`config.mk`:
```
export PLATFORM = sky130hd
export DESIGN_NAME = spi_master
export DESIGN_NICKNAME = d
export VERILOG_FILES = /design/src/rtl/spi_master.sv
export SDC_FILE = /design/constraint.sdc
export NUM_CORES = 1
export LEC_CHECK = 0
export ABC_AREA = 1
export CORE_MARGIN = 5
export CORE_UTILIZATION = 30
export CTS_CLUSTER_DIAMETER = 100
export DETAILED_ROUTE_END_ITERATION = 6
export PLACE_DENSITY = 0.55
export REMOVE_ABC_BUFFERS = 1
export SLEW_MARGIN = 20
export SYNTH_ARGS = -nofsm -noshare
export SYNTH_HDL_FRONTEND = slang
export SYNTH_SLANG_ARGS = --single-unit
export TNS_END_PERCENT = 1
```
`constraint.sdc`:
```
create_clock -name clk -period 4.09 [get_ports clk]
set_clock_uncertainty 0.1 [all_clocks]
set_input_delay 0.409 -clock clk [delete_from_list [all_inputs] [get_ports clk]]
set_output_delay 0.409 -clock clk [all_outputs]
set_load 0.05 [all_outputs]
```
`src/rtl/spi_master.sv`:
```
// spi_master: CPU-mapped SPI mode-0 master for an SD card; optional irq output via SPI_IRQ_EN
module spi_master #(
  parameter logic [7:0] DIV_RESET = 8'd24,
  parameter int         XFER_BITS = 8
) (
  input  logic       clk,
  input  logic       rst_n,
  input  logic       cs,
  input  logic       we,
  input  logic [1:0] addr,
  input  logic [7:0] data_i,
  output logic [7:0] data_o,
  output logic       sd_cs,
  output logic       spi_clk,
  output logic       spi_mosi,
`ifdef SPI_IRQ_EN
  output logic       irq,
`endif
  input  logic       spi_miso
);
  localparam int BW = (XFER_BITS > 1) ? $clog2(XFER_BITS) : 1;
  localparam logic [BW-1:0] LAST = BW'(XFER_BITS - 1);
  localparam logic [1:0] IDLE = 2'd0;
  localparam logic [1:0] LOW  = 2'd1;
  localparam logic [1:0] HIGH = 2'd2;
  logic [1:0]    state;
  logic [7:0]    cnt, div, tx, rx, rx_data;
  logic [BW-1:0] bit_cnt;
  logic          done, cs_en, irq_en, busy, wr_data, rd_data, half_end, fin;
  assign busy     = state != IDLE;
  assign wr_data  = cs & we & (addr == 2'd0);
  assign rd_data  = cs & ~we & (addr == 2'd0);
  assign half_end = cnt == 8'd0;
  assign fin      = (state == HIGH) & half_end & (bit_cnt == LAST);
  assign spi_clk  = state == HIGH;
  assign spi_mosi = busy ? tx[7] : 1'b1;
  assign sd_cs    = ~cs_en;
  assign data_o   = addr == 2'd0 ? rx_data :
                    addr == 2'd1 ? {busy, done, 4'b0, irq_en, cs_en} :
                    addr == 2'd2 ? div : 8'h00;
`ifdef SPI_IRQ_EN
  assign irq = done & irq_en;
  // irq enable bit, written through CTRL bit1
  always_ff @(posedge clk or negedge rst_n)
    if (!rst_n) irq_en <= 1'b0;
    else if (cs & we & (addr == 2'd1)) irq_en <= data_i[1];
`else
  assign irq_en = 1'b0;
`endif
  // CTRL and DIV registers; a DIV change is picked up when the next half-period loads cnt
  always_ff @(posedge clk or negedge rst_n)
    if (!rst_n) begin
      cs_en <= 1'b0;
      div   <= DIV_RESET;
    end else begin
      if (cs & we & (addr == 2'd1)) cs_en <= data_i[0];
      if (cs & we & (addr == 2'd2)) div <= data_i;
    end
  // done flag: set by the last HIGH phase ending, cleared by a DATA read, set wins
  always_ff @(posedge clk or negedge rst_n)
    if (!rst_n) done <= 1'b0;
    else done <= fin | (done & ~rd_data);
  // transfer FSM: cnt counts down each half-period, miso sampled on entry to HIGH
  always_ff @(posedge clk or negedge rst_n)
    if (!rst_n) begin
      state   <= IDLE;
      cnt     <= 8'd0;
      bit_cnt <= '0;
      tx      <= 8'hff;
      rx      <= 8'h00;
      rx_data <= 8'h00;
    end else if (state == IDLE) begin
      if (wr_data) begin
        state   <= LOW;
        cnt     <= div;
        bit_cnt <= '0;
        tx      <= data_i;
      end
    end else if (!half_end) cnt <= cnt - 8'd1;
    else if (state == LOW) begin
      state <= HIGH;
      cnt   <= div;
      rx    <= {rx[6:0], spi_miso};
    end else if (fin) begin
      state   <= IDLE;
      rx_data <= rx;
    end else begin
      state   <= LOW;
      cnt     <= div;
      bit_cnt <= bit_cnt + 1'b1;
      tx      <= {tx[6:0], 1'b1};
    end
endmodule

```
==> key figures <==
Synthesis
  – Flip-flop and latch count after synthesis: 47
  – Mapped Avg Cell Area: 7.86 µm²
  – Top cell type's share of synthesized area: 37.9%
  – Yosys Warn Count: 0
  – Largest area contributor in the netlist: dfrtp_1
  – Synthesized netlist cell count: 311
  – Unique cell type count in the Yosys netlist: 28
  – Count of flip-flops with a built-in enable after synthesis: 0
  – Cell types occupying the most area after synthesis: dfrtp_1 (38%), nand2_1 (17%), dfstp_2 (11%)
  – Share of the yosys chip area belonging to registers: 48.6%
  – Cell with the most instances after synthesis: nand2_1
  – Synthesized area: 2440 µm²
  – Share of async-settable or async-resettable flops after synthesis: 100%
  – Most common flop cell mapped by yosys: dfrtp_1
  – Leading cell types by count after synthesis: nand2_1 (111), dfrtp_1 (37), inv_1 (36)

STA
  – Worst max-slew margin expressed relative to the limit: 57.2%
  – Final period util: 72.0%
  – RSZ-0062 raised after global routing: false
  – Total negative setup slack: 0 ns
  – Final min period: 2.94 ns
  – Highest achievable clock rate: 340 MHz
  – Worst-Margin Slew: 0.642 ns
  – Final setup vio count: 0
  – Count of final max-slew check failures: 0
  – Count of endpoints failing hold in the final timing report: 0

Drt
  – DRT iter0 DRCs: 80
  – First-pass iteration count of the detailed router: 4
  – Final routed wire length divided by cell count: 12.3 µm
  – Post-detailed-route count of antenna-violating nets: 0
  – DR vias: 1989
  – # DRC: 0
  – Wire length after detailed routing: 5440 µm
  – DR vias/cell: 4.51

Clock tree
  – Number of H-tree levels: 2
  – CTS tree: done
  – # resized after CTS: 0
  – Sinks on the clock net: 47
  – Clock root cell: clkbuf_8
  – Postcts setup bufs: 0
  – Clock network latency to the later pin of the worst-skew pair: 0.30 ns
  – CTS buffer count: 5
  – Buffer depth of the longest clock path: 2
  – Count of hold buffers inserted by post-cts repair: 0
  – Clock-pin transition on the worst setup and hold timing paths: 0.09 ns

Critical path
  – Origin of the worst setup path: state[1]
  – Critical Path Start Type: flip-flop
  – CP required: 3.58 ns
  – Critical path data arrival time: 2.43 ns
  – CP max stage delay: 0.83 ns
  – Buf+Inv Stages, Crit Path: 3
  – Largest fanout on the critical path: 14
  – CP cell instances: nor2_1 > buf_4 > inv_1 > nand2_1 > o211ai_1 > clkdlybuf4s50_1
  – Type of the worst setup path: flip-flop to primary output
  – Slowest cell on crit path: clkdlybuf4s50_1
  – Startpoint of the lowest-slack register-to-register path: bit_cnt[0]
  – Critical Path End Type: primary output
  – Kind of cell adding the most delay to the critical path: buffers and inverters

Job
  – Max cap viols: 0

Die
  – Row count: 33
  – Initial cell density of the core: 30.2%
  – Core Region: 8090 µm²
  – Die area: 10100 µm²
  – Die height: 100 µm
  – X dimension of the die: 100 µm
  – I/O Pins: 26

Layout
  – Post-route cell area: 2860 µm²
  – Synthesis-to-layout area growth: 17.0%
  – Antenna diode instance count: 0
  – Final nets: 353
  – Share of cells above drive strength 1: 9.52%

Place
  – Final weighted congestion in routability-driven placement: 0.831
  – Detailed Place HPWL: 3920 µm
  – Number of I/O port buffers: 25
  – Area after DPL: 2750 µm²

Global routing
  – Maximum number of pins on one net before global-route repair: 48
  – Aggregate global-route resource usage: 11.8%
  – Initial antenna violation count: 0
  – Remaining Overflow, GRT: 0
  – Global-route wire length before repair: 9480 µm
  – Number of global-route vias before repair: 1917

Min path
  – Worst hold path type: input port to asynchronous set/reset pin

Power and ir drop
  – Power density over the cells: 420 nW/µm²
  – Cell leakage power: 0.00142 µW
  – Worst IR drop on VDD: 129 µV

Outcome
  – Run status: complete, no violations
==> state kept, by name, summed over array words and instances, names as in the netlist <==
register,flops
rx,8
cnt,8
state,2
rx_data,8
tx,8
done,1
div,8
bit_cnt,3
cs_en,1
==> cell usage in the layout, fill, tap and decap left out <==
cell type / n
a21oi_1: 9
a21oi_2: 2
a31oi_1: 1
and3_1: 1
buf_4: 2
clkbuf_1: 1
clkbuf_16: 1
clkbuf_8: 5
clkdlybuf4s50_1: 24
clkinvlp_4: 1
dfrtp_1: 37
dfstp_2: 10
ha_1: 3
inv_1: 36
nand2_1: 111
nand2_2: 2
nand2_4: 4
nand3_1: 23
nand3b_1: 2
nor2_1: 23
nor2_2: 1
nor2_4: 1
nor2_8: 1
o211ai_1: 3
o21ai_0: 24
o21ai_1: 4
o21ai_4: 1
o41ai_1: 1
or2_2: 1
xor2_1: 1
==> power by group <==
| group | leakage (µW) | internal, µW | switching [µW] |
|---|---|---|---|
| sequential | 0.000569 | 525 | 46.8 |
| combinational | 0.000806 | 114 | 197 |
| clock | 0.0000496 | 158 | 161 |
==> metal layers <==
metal	vias up	part of all wire (%)	track usage [%]	wire length, µm
li1	1020	-	-	-
met1	934	49	15.6	2640
met2	28	47	19.4	2540
met3	7	3.6	2.85	197
met4	0	1.1	2.90	59
met5	-	0	0	0
==> cell families (layout without fill, tap and decap cells) <==
group	count (synthesis)	count (layout)	synth area share, %
adders and majority gates	3	3	1.54
AOI/OAI and AO/OA	45	45	10.5
DFF	47	47	48.6
xor gates and xnor gates	1	1	0.358
and+or+nand+nor	170	170	30.3
buffers and inverters	45	70	8.65
==> path summary, 6_finish.rpt <==
check | depth (start not counted) | slack (ns) | end
max | 6 | 1.15 | data_o[7]
min | 1 | 0.01 | cnt[3]
max reg2reg | 7 | 1.94 | bit_cnt[2]
min reg2reg | 2 | 0.37 | tx[4]
max in group asynchronous | 1 | 3.46 | state[1]
min in group clk | 2 | 0.37 | tx[4]
==> stage by stage <==
step / instances / total power [µW] / util (%) / hold slack [ns] / worst slack [ns]
after detailed placement: 433 / 895 / 34.0 / 0.355 / 1.19
after floorplan: 302 / 797 / - / 0.0134 / 1.84
after global routing: 441 / 1290 / 35.3 / 0.0685 / 0.970
after global placement: 433 / 889 / 34.0 / 0.350 / 1.14
final: 441 / 1200 / 35.3 / 0.0137 / 1.15
after CTS: 441 / 1220 / 35.3 / 0.248 / 1.13
==> area by class of cell <==
cell class	count	area, µm²
Sequential cell	47	1190
Clock buffer	7	97.6
Timing Repair Buffer	26	255
Tap cell	105	131
Clock inverter	1	7.51
Multi-Input combinational cell	219	1040
Inverter	36	135
Fill cell	904	5230
(Power assumes the default switching activity.)
